## config.mk

```make
export PLATFORM = sky130hd
export DESIGN_NAME = partition_hd_sweeper
export DESIGN_NICKNAME = d
export VERILOG_FILES = /design/src/rtl/hd_sweep_pkg.sv /design/src/rtl/popcount_tree.sv /design/src/rtl/partition_hd_sweeper.sv
export SDC_FILE = /design/constraint.sdc
export NUM_CORES = 1
export LEC_CHECK = 0
export ABC_AREA = 1
export CAP_MARGIN = 5
export CORE_MARGIN = 4
export CORE_UTILIZATION = 52
export CTS_CLUSTER_SIZE = 14
export DETAILED_ROUTE_END_ITERATION = 7
export GPL_ROUTABILITY_DRIVEN = 1
export PLACE_DENSITY = 0.79
export SETUP_SLACK_MARGIN = 0.4
export SYNTH_ARGS = -nofsm -noshare
export SYNTH_HDL_FRONTEND = slang
export SYNTH_SLANG_ARGS = --single-unit
export TNS_END_PERCENT = 100
```

## constraint.sdc

```tcl
create_clock -name clk -period 2.1 [get_ports clk]
set_input_delay 0.315 -clock clk [delete_from_list [all_inputs] [get_ports clk]]
set_output_delay 0.315 -clock clk [all_outputs]
set_load 0.01 [all_outputs]
```

## src/rtl/hd_sweep_pkg.sv

```systemverilog
// rtl/hd_sweep_pkg.sv - shared state encoding and width helpers for the Hamming-distance sweeper
package hd_sweep_pkg;

    typedef enum logic [2:0] {
        ST_IDLE,
        ST_SETTLE,
        ST_SAMPLE,
        ST_FLUSH,
        ST_DONE
    } state_t;

    // Bits needed to hold a per-vector Hamming distance in 0..n_out.
    function automatic int hd_width(input int n_out);
        return $clog2(n_out + 1);
    endfunction

    // Total distance can reach 2^n_in * n_out without wrapping.
    function automatic int sum_width(input int n_in, input int n_out);
        return n_in + hd_width(n_out);
    endfunction

    // Error count must hold 2^n_in exactly.
    function automatic int cnt_width(input int n_in);
        return n_in + 1;
    endfunction

endpackage

```

## src/rtl/popcount_tree.sv

```systemverilog
// rtl/popcount_tree.sv - combinational population count of an N-bit vector
module popcount_tree
    import hd_sweep_pkg::*;
#(
    parameter int N = 5,
    parameter int W = hd_width(N)
) (
    input  logic [N-1:0] i_bits,
    output logic [W-1:0] o_count
);

    always_comb begin
        o_count = '0;
        for (int i = 0; i < N; i++) begin
            o_count = o_count + W'(i_bits[i]);
        end
    end

endmodule

```

## src/rtl/partition_hd_sweeper.sv

```systemverilog
// rtl/partition_hd_sweeper.sv - exhaustive input sweeper accumulating Hamming-distance error metrics
module partition_hd_sweeper
    import hd_sweep_pkg::*;
#(
    parameter int N_IN   = 5,
    parameter int N_OUT  = 5,
    parameter int SETTLE = 0
) (
    input  logic                                  clk,
    input  logic                                  rst,
    input  logic                                  start,
    output logic [N_IN-1:0]                       pi,
    input  logic [N_OUT-1:0]                      po_exact,
    input  logic [N_OUT-1:0]                      po_approx,
    output logic                                  busy,
    output logic                                  done,
    output logic [sum_width(N_IN, N_OUT)-1:0]     hd_sum,
    output logic [cnt_width(N_IN)-1:0]            err_count,
    output logic [hd_width(N_OUT)-1:0]            max_hd
);

    localparam int HW = hd_width(N_OUT);
    localparam int SW = sum_width(N_IN, N_OUT);
    localparam int CW = cnt_width(N_IN);
    localparam logic [3:0] SETTLE_LD = 4'(SETTLE);

    state_t          r_state;
    state_t          w_state_nxt;
    logic [N_IN-1:0] r_pi;
    logic [3:0]      r_settle;
    logic [HW-1:0]   r_d;
    logic            r_v;
    logic            r_busy;
    logic            r_done;
    logic [SW-1:0]   r_hd_sum;
    logic [CW-1:0]   r_err;
    logic [HW-1:0]   r_max;
    logic [HW-1:0]   w_hd;
    logic            w_accept;
    logic            w_last;

    popcount_tree #(
        .N (N_OUT),
        .W (HW)
    ) u_popcount (
        .i_bits  (po_exact ^ po_approx),
        .o_count (w_hd)
    );

    always_comb begin
        w_state_nxt = r_state;
        w_accept    = start && (r_state == ST_IDLE || r_state == ST_DONE);
        w_last      = &r_pi;
        case (r_state)
            ST_IDLE, ST_DONE: begin
                if (w_accept) begin
                    w_state_nxt = (SETTLE == 0) ? ST_SAMPLE : ST_SETTLE;
                end
            end
            ST_SETTLE: begin
                if (r_settle <= 4'd1) begin
                    w_state_nxt = ST_SAMPLE;
                end
            end
            ST_SAMPLE: begin
                if (w_last) begin
                    w_state_nxt = ST_FLUSH;
                end else begin
                    w_state_nxt = (SETTLE == 0) ? ST_SAMPLE : ST_SETTLE;
                end
            end
            ST_FLUSH: w_state_nxt = ST_DONE;
            default:  w_state_nxt = ST_IDLE;
        endcase
    end

    always_ff @(posedge clk or posedge rst) begin
        if (rst) begin
            r_state  <= ST_IDLE;
            r_pi     <= '0;
            r_settle <= '0;
            r_d      <= '0;
            r_v      <= 1'b0;
            r_busy   <= 1'b0;
            r_done   <= 1'b0;
            r_hd_sum <= '0;
            r_err    <= '0;
            r_max    <= '0;
        end else begin
            r_state <= w_state_nxt;
            r_v     <= 1'b0;
            // Accumulate stage runs one cycle behind the sample it consumes.
            if (r_v) begin
                r_hd_sum <= r_hd_sum + SW'(r_d);
                r_err    <= r_err + CW'(r_d != '0);
                if (r_d > r_max) begin
                    r_max <= r_d;
                end
            end
            case (r_state)
                ST_IDLE, ST_DONE: begin
                    if (w_accept) begin
                        r_pi     <= '0;
                        r_settle <= SETTLE_LD;
                        r_busy   <= 1'b1;
                        r_done   <= 1'b0;
                        r_hd_sum <= '0;
                        r_err    <= '0;
                        r_max    <= '0;
                    end
                end
                ST_SETTLE: r_settle <= r_settle - 4'd1;
                ST_SAMPLE: begin
                    r_d <= w_hd;
                    r_v <= 1'b1;
                    if (!w_last) begin
                        r_pi     <= r_pi + 1'b1;
                        r_settle <= SETTLE_LD;
                    end
                end
                ST_FLUSH: begin
                    r_busy <= 1'b0;
                    r_done <= 1'b1;
                end
                default: ;
            endcase
        end
    end

    assign pi        = r_pi;
    assign busy      = r_busy;
    assign done      = r_done;
    assign hd_sum    = r_hd_sum;
    assign err_count = r_err;
    assign max_hd    = r_max;

endmodule

```

After elaboration in Yosys (flattened, before gate mapping)
Cells that the tools add are included.
{"block": "totals", "latchBits": 0, "ram_bits": 0, "mem_bits_ro": 0, "elab_cells": 66, "out_inout_bits": 24, "input_bits": 13, "regBits": 35, "mem_count": 0}
{"block": "classes", "n_mul": 0, "bitwise_logic": 1, "n_mux": 25, "reduce_logical": 13, "div_mod_pow": 0, "addsub": 8, "n_shift": 0, "order_cmp": 2, "eq_ne": 7}
{"operator": "$mux 8", "count": 3}
{"operator": "$mux 3", "count": 6}
{"operator": "$mux 6", "count": 3}
{"operator": "$pmux 3 s4", "count": 1}
{"operator": "$pmux 4 s3", "count": 1}
{"operator": "$mux 5", "count": 2}
{"operator": "$pmux 5 s2", "count": 1}
{"operator": "$add 3x1->3", "count": 3}
{"operator": "$add 8x3->8", "count": 1}
{"operator": "$mux 4", "count": 2}
{"operator": "$add 6x1->6", "count": 1}
{"operator": "$eq 3x2->1 const B", "count": 2}
{"operator": "$ne 2x2->1 const B", "count": 3}
{"operator": "$reduce_and 3->1", "count": 2}
{"operator": "$reduce_bool 3->1", "count": 2}
{"operator": "$add 5x1->5 const B", "count": 1}
{"operator": "$reduce_and 5->1", "count": 1}
{"operator": "$xor 5x5->5", "count": 1}
{"operator": "$le 4x1->1 const B", "count": 1}
{"operator": "$mux 1", "count": 4}
{"operator": "$pmux 1 s2", "count": 2}
{"operator": "$reduce_and 2->1", "count": 2}
{"operator": "$reduce_bool 2->1", "count": 2}
{"operator": "$sub 4x1->4 const B", "count": 1}
{"operator": "8 further kinds", "count": 8}

Logic depth before layout (Yosys ltp)
Gate-level depths: netlist of the first run.
{"block": "depth", "word_depth": 5, "depth_mapped": 11, "mapped_depth_nobuf": 11}

Hierarchy
Synthesis of the first run repeated with hierarchy kept, for this count alone.
{"block": "unflattened", "cells_unflattened": 234, "hier_area_um2": 1988.2}
{"mod": "partition_hd_sweeper", "seq_area_each_um2": 875.8, "instances": 1, "area_per_inst_um2": 1916.8, "cells_each": 226}
{"mod": "popcount_tree", "seq_area_each_um2": 0.0, "instances": 1, "area_per_inst_um2": 71.3, "cells_each": 8}

Least setup slack after synthesis of the first run
OpenSTA, ideal clock, no wires.
{"block": "synth_timing", "path_kind": "input-to-reg", "from": "in po_approx[0]", "to": "reg r_d[1]", "setup_slack_ps": -69, "path_buffers": 0, "setup_ps": 83, "required_time_ps": 2017, "t_arrival_ps": 2087, "path_stages": 9, "cell_sequence": "xor2_1 > ha_1 > inv_1 > fa_1 > inv_1 > ha_1 > inv_1 > fa_1 > o21ai_0"}
{"block": "synth_via", "elab_chain_len": 5}
{"element": "start, declared", "line": "partition_hd_sweeper.sv:14", "text": "input logic [N_OUT-1:0] po_approx,"}
{"element": "$xor 5x5->5", "line": "partition_hd_sweeper.sv:46", "text": ".i_bits (po_exact ^ po_approx),"}
{"element": "$add 1x1->2", "line": "popcount_tree.sv:15", "text": "o_count = o_count + W'(i_bits[i]);"}
{"element": "$add 3x1->3 (3 in a row)", "line": "popcount_tree.sv:15"}
{"element": "end signal, assigned", "line": "partition_hd_sweeper.sv:114", "text": "r_d <= w_hd;"}
{"element": "end, declared", "line": "partition_hd_sweeper.sv:31", "text": "logic [HW-1:0] r_d;"}
Every way passes these cells.
A chain may end at the register's enable or synchronous reset.

Worst setup path in the final report of the first run
{"block": "layout_timing", "from": "in po_exact[1]", "to": "reg r_d[1]"}
{"block": "layout_via", "elab_chain_len": 5}
{"element": "start, declared", "line": "partition_hd_sweeper.sv:13", "text": "input logic [N_OUT-1:0] po_exact,"}
{"element": "$xor 5x5->5", "line": "partition_hd_sweeper.sv:46"}
{"element": "$add 1x1->2", "line": "popcount_tree.sv:15"}
{"element": "$add 3x1->3 (3 in a row)", "line": "popcount_tree.sv:15"}
Every way passes these cells.

==> impl_metrics.env, run 1 <==
export IMPL_synth_warnings=0
export IMPL_crit_path_start_kind="input pin"
export IMPL_ys_seq_area_share_pct=44.2
export IMPL_fin_cells=326
export IMPL_synth_compound_area_share_pct=8.72
export IMPL_placed_area_mm2=0.00240
export IMPL_power_density_mw_per_mm2=1460
export IMPL_crit_start="po_exact[1]"
export IMPL_use_met2_pct=29.2
export IMPL_clkTransAtPathRegs_ps=70
export IMPL_worst_pin_slew_ps=440
export IMPL_worst_setup_path_type="input pin to flip-flop"
export IMPL_whs_ps=431
export IMPL_globalRouteOverflowTotal=0
export IMPL_drive_gt1_share_pct=13.3
export IMPL_synth_most_common_cell="nand2_1"
export IMPL_numPortBuffers=36
export IMPL_intPower_mw=2.19
export IMPL_synth_xor_area_share_pct=4.42
export IMPL_grt_pass1_vias=1593
export IMPL_skew_ps=3.19
export IMPL_end_kind="flip-flop"
export IMPL_fin_area_mm2=0.00252
export IMPL_met3_usage_pct=3.91
export IMPL_synth_edf_count=0
export IMPL_area_growth_pct=27.2
export IMPL_wl_mm=3.66
export IMPL_grt_setup_unrepaired="true"
export IMPL_synth_cell_types=26
export IMPL_diodes=0
export IMPL_syn_inst=233
export IMPL_crit_buf_inv=4
export IMPL_numCtsBuffers=5
export IMPL_die_w_um=69.7
export IMPL_grt_pass1_wl_mm=6.65
export IMPL_drv_slew=0
export IMPL_layout_nets=307
export IMPL_core_mm2=0.00366
export IMPL_irDropWorstVdd_mv=0.930
export IMPL_final_setup_worst_slack_ps=177
export IMPL_crit_fanout=1
export IMPL_timing_fmax_ghz=0.520
export IMPL_ioPinCount=37
export IMPL_grt_start_max_net_pins=36
export IMPL_required_ps=2270
export IMPL_final_antenna_net_count=0
export IMPL_async_reset_ff_share_pct=100
export IMPL_min_period_ps=1920
export IMPL_cts_root_buf="clkbuf_8"
export IMPL_ys_ff_latch=35
export IMPL_drtPass1Iterations=4
export IMPL_dp_hpwl_mm=2.77
export IMPL_synth_area_leaders="dfrtp_1 44%, nand2_1 9.9%, ha_1 8.8%"
export IMPL_regToRegStartpoint="hd_sum[0]"
export IMPL_setup_viol=0
export IMPL_p_leak_nw=1.26
export IMPL_finalHoldViolCount=0
export IMPL_crit_arrival_ps=2090
export IMPL_worst_path_largest_cell_delay_ps=470
export IMPL_initial_core_util_pct=54.1
export IMPL_synth_fa_ha_area_share_pct=11.9
export IMPL_cts_tree="built"
export IMPL_place_inst=317
export IMPL_insertion_delay_ps=280
export IMPL_vias=1584
export IMPL_detail_route_vias_per_cell=4.86
export IMPL_yosysTopAreaCellShare_pct=44.2
export IMPL_synth_commonest_cells="52 x nand2_1, 35 x dfrtp_1, 29 x inv_1, 24 x nor2_1, 15 x o21ai_0"
export IMPL_place_gp_congestion=0.716
export IMPL_antenna_found_initial=0
export IMPL_synth_simple_gate_area_share_pct=23.2
export IMPL_p_clk_share_pct=14.4
export IMPL_yosys_area_top_type="dfrtp_1"
export IMPL_cts_htree_levels=2
export IMPL_syn_nets=263
export IMPL_relSlewSlack_pct=70.7
export IMPL_sequentialPowerShare_pct=32.9
export IMPL_synthesis_area_mm2=0.00198
export IMPL_drtIter0Drc=64
export IMPL_wl_per_cell_um=11.2
export IMPL_synth_top_family_by_area="simple AND/OR/NAND/NOR gates"
export IMPL_use_met1_pct=20.0
export IMPL_outcome="finished, final reports clean"
export IMPL_cp_cell_sequence="buf_6 -> xor2_1 -> ha_1 -> inv_2 -> fa_1 -> inv_1 -> ha_2 -> inv_2 -> fa_1 -> o21ai_1"
export IMPL_synthMuxAreaShare_pct=0
export IMPL_hold_path_class="input pin to async pin"
export IMPL_drc=0
export IMPL_switchingPower_mw=1.49
export IMPL_syn_avg_cell_area_um2=8.50
export IMPL_swShare_pct=40.5
export IMPL_fin_crit_sh_pct=91.6
export IMPL_fillCellCount=315
export IMPL_grt_use_total_pct=16.5
export IMPL_pre_cts_ws_ps=-505
export IMPL_crit_slowest_cell="fa_1"
export IMPL_dieArea_mm2=0.00486
export IMPL_ys_flop_type="dfrtp_1"
export IMPL_rows=22
export IMPL_critPathTopFamily="adder cells"
export IMPL_top_usage_layer="met2"
export IMPL_combPwrFrac_pct=52.7
export IMPL_die_y_um=69.7
export IMPL_clockBufferDepth=2
export IMPL_clock_sinks=35
export IMPL_cap_violations=0
-- per-layer routing --
metal	up-vias	share of wire (%)
li1	824	-
met4	0	1.3
met2	21	49
met3	7	3.3
met5	-	0
met1	732	46
-- state kept, by name, indices dropped and copies added (netlist names) --
signal and cells:
hd_sum 8, err_count 6, pi 5, r_settle 4, max_hd 3, r_d 3
r_state 3, busy 1, done 1, r_v 1
-- power groups by stage --
| stage | clock [mW] | sequential [mW] | combinational (mW) |
|---|---|---|---|
| floorplan | 0 | 1.27 | 1.17 |
| global placement | 0 | 1.21 | 1.86 |
| detailed placement | 0 | 1.22 | 1.91 |
| CTS | 0.543 | 1.21 | 1.93 |
| global route | 0.574 | 1.26 | 2.23 |
| finish | 0.531 | 1.21 | 1.94 |
-- kinds of logic (layout without fill, tap and decap cells) --
group	after synthesis	count (layout)
AO/OA/AOI/OAI	31	31
XOR/XNOR	10	10
adder cells (fa/ha/maj)	17	17
buffers and inverters	37	82
flip-flops	35	35
AND/OR/NAND/NOR	103	103
-- final timing paths --
path,cells past startpoint,to,slack (ps)
max in group asynchronous,3,pi[0],1340
min in group clk,2,done,510
hold reg to reg,2,done,510
setup reg to reg,7,hd_sum[6],530
hold / removal,3,err_count[5],430
setup / recovery,10,r_d[1],180
-- worst reg2reg max path: stages, from the launching register on --
cell and delay [ps]:
dfrtp_1 400, ha_1 240, fa_1 420, nand2_1 90, nand2_1 60, nand3_1 80, o21ai_0 80, a21oi_1 120
-- cell type report --
type                            instances  area, um2  area share, %
Sequential cell                        35        877           34.8
Multi-Input combinational cell        161        972           38.6
Timing Repair Buffer                   39        377           14.9
Clock buffer                            8        100           3.97
Tap cell                               48       60.1           2.38
Inverter                               35        134           5.31
-- cells in the final DEF (no fill, tap or decap), drive strengths merged --
master	instances
nor3	5
or2	1
buf	7
o21ai	18
dlygate4sd2	4
inv	35
a21oi	11
xor2	4
fa	3
clkbuf	8
clkdlybuf4s50	28
nand4	1
xnor2	6
o22ai	1
ha	14
nand3	13
nand2	53
nor2	30
dfrtp	35
o31ai	1
-- metrics by stage --
stage | total power, mW | utilization [%] | TNS, ps
floorplan | 2.44 | - | 0
global placement | 3.07 | 65.6 | -900
detailed placement | 3.14 | 65.6 | -1100
CTS | 3.69 | 68.4 | 0
global route | 4.07 | 68.8 | 0
finish | 3.68 | 68.8 | 0
-- what timing repair did --
item / in CTS / in global routing
buffers inserted: 0 / 1
hold buffers: 0 / 0
setup endpoints to repair: 3 / 10
endpoints found under the hold margin: 0 / 0
pin swaps: 8 / 3
gates resized for setup: 24 / 3
No activity file was read; power rests on OpenSTA's default activity.
==> inputs of run 2 (changes only) <==
--- a/config.mk
+++ b/config.mk
@@ -14,6 +14,7 @@
 export GPL_ROUTABILITY_DRIVEN = 1
 export PLACE_DENSITY = 0.79
 export SETUP_SLACK_MARGIN = 0.4
+export SLEW_MARGIN = 10
 export SYNTH_ARGS = -nofsm -noshare
 export SYNTH_HDL_FRONTEND = slang
 export SYNTH_SLANG_ARGS = --single-unit
==> results of run 2 <==
Same layout as run 1: the final DEF is identical, and so are final timing and power.
==> inputs of run 3 (changes only) <==
--- a/config.mk
+++ b/config.mk
@@ -12,7 +12,9 @@
 export CTS_CLUSTER_SIZE = 14
 export DETAILED_ROUTE_END_ITERATION = 7
 export GPL_ROUTABILITY_DRIVEN = 1
+export MAX_ROUTING_LAYER = met4
 export PLACE_DENSITY = 0.79
+export REMOVE_ABC_BUFFERS = 1
 export SETUP_SLACK_MARGIN = 0.4
 export SLEW_MARGIN = 10
 export SYNTH_ARGS = -nofsm -noshare
==> run 3 against run 2 <==
Against the previous run: clock skew rose by 2.1 ps; via count rose by 0.82%; non-clock buffer count fell by 1; worst hold slack better by 11 ps; clock power shrank 11%; total power shrank 1.0%; critical path depth unchanged; global-route usage up 1.4 points; combinational power hardly changed; utilization down 0.55 points.
==> impl_metrics.env, run 3 (synthesis gave the netlist of run 1 again) <==
export IMPL_insertion_delay_ps=290
export IMPL_final_seq_area_um2=877
export IMPL_final_setup_worst_slack_ps=130
export IMPL_grt_pass1_vias=1573
export IMPL_final_cell_mix="52 x nand2_1, 34 x dfrtp_1, 28 x inv_1, 28 x clkdlybuf4s50_1, 24 x nor2_1"
export IMPL_cap_violations=0
export IMPL_diodes=0
export IMPL_detail_route_vias_per_cell=4.91
export IMPL_critPathTopFamily="adder cells"
export IMPL_place_gp_congestion=0.732
export IMPL_final_antenna_net_count=0
export IMPL_cts_htree_levels=2
export IMPL_layout_nets=306
export IMPL_clkTransAtPathRegs_ps=70
export IMPL_fillCellCount=306
export IMPL_power_density_mw_per_mm2=1460
export IMPL_drtIter0Drc=48
export IMPL_setup_viol=0
export IMPL_fin_cells=325
export IMPL_final_common_cell="nand2_1"
export IMPL_rr_worst_depth=10
export IMPL_hold_path_class="input pin to async pin"
export IMPL_finalHoldViolCount=0
export IMPL_vias=1597
export IMPL_dieArea_mm2=0.00486
export IMPL_initial_core_util_pct=54.1
export IMPL_wl_mm=3.77
export IMPL_pre_cts_ws_ps=-574
export IMPL_largest_reg_flops=8
export IMPL_irDropWorstVdd_mv=0.878
export IMPL_grt_setup_unrepaired="true"
export IMPL_numCtsBuffers=5
export IMPL_min_period_ps=1970
export IMPL_relSlewSlack_pct=70.6
export IMPL_clockBufferDepth=2
export IMPL_postCtsHoldBufs=0
export IMPL_dp_hpwl_mm=2.83
export IMPL_cts_tree="built"
export IMPL_timing_fmax_ghz=0.508
export IMPL_numPortBuffers=36
export IMPL_crit_buf_inv=4
export IMPL_antenna_found_initial=0
export IMPL_required_ps=2280
export IMPL_grt_start_max_net_pins=36
export IMPL_die_w_um=69.7
export IMPL_ioPinCount=37
export IMPL_grt_use_total_pct=17.9
export IMPL_grt_pass1_wl_mm=6.80
export IMPL_area_growth_pct=26.2
export IMPL_reg2reg_to="pi[2]"
export IMPL_crit_start="po_exact[0]"
export IMPL_crit_path_start_kind="input pin"
export IMPL_whs_ps=443
export IMPL_crit_slowest_cell="fa_1"
export IMPL_total_power_mw=3.64
export IMPL_wl_per_cell_um=11.6
export IMPL_place_inst=316
export IMPL_skew_ps=5.27
export IMPL_worst_path_largest_cell_delay_ps=470
export IMPL_drtPass1Iterations=4
export IMPL_clock_sinks=35
export IMPL_fin_crit_sh_pct=93.8
export IMPL_crit_arrival_ps=2150
export IMPL_end_kind="flip-flop"
export IMPL_cp_cell_sequence="buf_6 -> xor2_1 -> ha_1 -> inv_1 -> fa_1 -> inv_1 -> ha_2 -> inv_2 -> fa_1 -> o21ai_1"
export IMPL_drc=0
export IMPL_die_y_um=69.7
export IMPL_outcome="finished, final reports clean"
export IMPL_cts_root_buf="clkbuf_8"
export IMPL_multi_input_area_um2=985
export IMPL_worstSetupEndpoint="r_d[1]"
export IMPL_worst_setup_path_type="input pin to flip-flop"
export IMPL_ff2ff_setup_slack_ps=530
export IMPL_globalRouteOverflowTotal=0
export IMPL_drive_gt1_share_pct=13.4
export IMPL_p_leak_nw=1.24
export IMPL_regToRegStartpoint="pi[0]"
export IMPL_core_mm2=0.00366
export IMPL_finalSetupTns_ps=0
export IMPL_drv_slew=0
export IMPL_crit_cells=10
export IMPL_crit_fanout=1
export IMPL_rows=22
export IMPL_worst_pin_slew_ps=442
==> run 3: repair_timing <==
item / 4_1_cts / 5_1_grt
pin swaps: 6 / 3
setup endpoints to repair: 3 / 10
resized for setup: 24 / 5
buffers inserted: 0 / 1
==> run 3: tightest hold or removal path, cell delays in order <==
cell	delay, ps
clkdlybuf4s50_1	410
inv_1	50
buf_4	380
==> run 3: report_power, final <==
| group | switching [mW] | leakage, nW | total (mW) | internal (mW) |
|---|---|---|---|---|
| clock | 0.238 | 0.0422 | 0.471 | 0.233 |
| combinational | 1.02 | 0.773 | 1.95 | 0.928 |
| sequential | 0.269 | 0.429 | 1.22 | 0.953 |
==> run 3: layout make-up <==
class,count,share of cell area (%)
Timing Repair Buffer,38,14.5
Multi-Input combinational cell,161,39.4
Tap cell,48,2.40
Inverter,35,5.36
Clock inverter,1,0.200
Sequential cell,35,35.1
Clock buffer,7,3.05
==> run 3: worst min-delay path by stage <==
stage | endpoint | start | slack, ps | cells past startpoint
5_1_grt | pi[3] | rst | 490 | 3
3_3_place_gp | done | done | 480 | 2
4_1_cts | pi[3] | rst | 460 | 3
3_5_place_dp | done | done | 480 | 2
2_1_floorplan | busy | rst | 470 | 1
6_report | pi[3] | rst | 440 | 3
==> run 3: metrics by stage <==
step | utilization [%] | cell area [um2]
global placement | 65.3 | 2390
detailed placement | 65.3 | 2390
CTS | 67.7 | 2480
floorplan | - | 1960
finish | 68.3 | 2500
global route | 68.3 | 2500
==> run 3: routing by layer <==
metal / global-route usage (%) / wire, um / vias to the layer above
met5: - / 0 / -
met2: 30.2 / 1900 / 23
li1: - / - / 825
met1: 20.5 / 1680 / 742
met4: 8.51 / 70 / 0
met3: 3.62 / 123 / 7
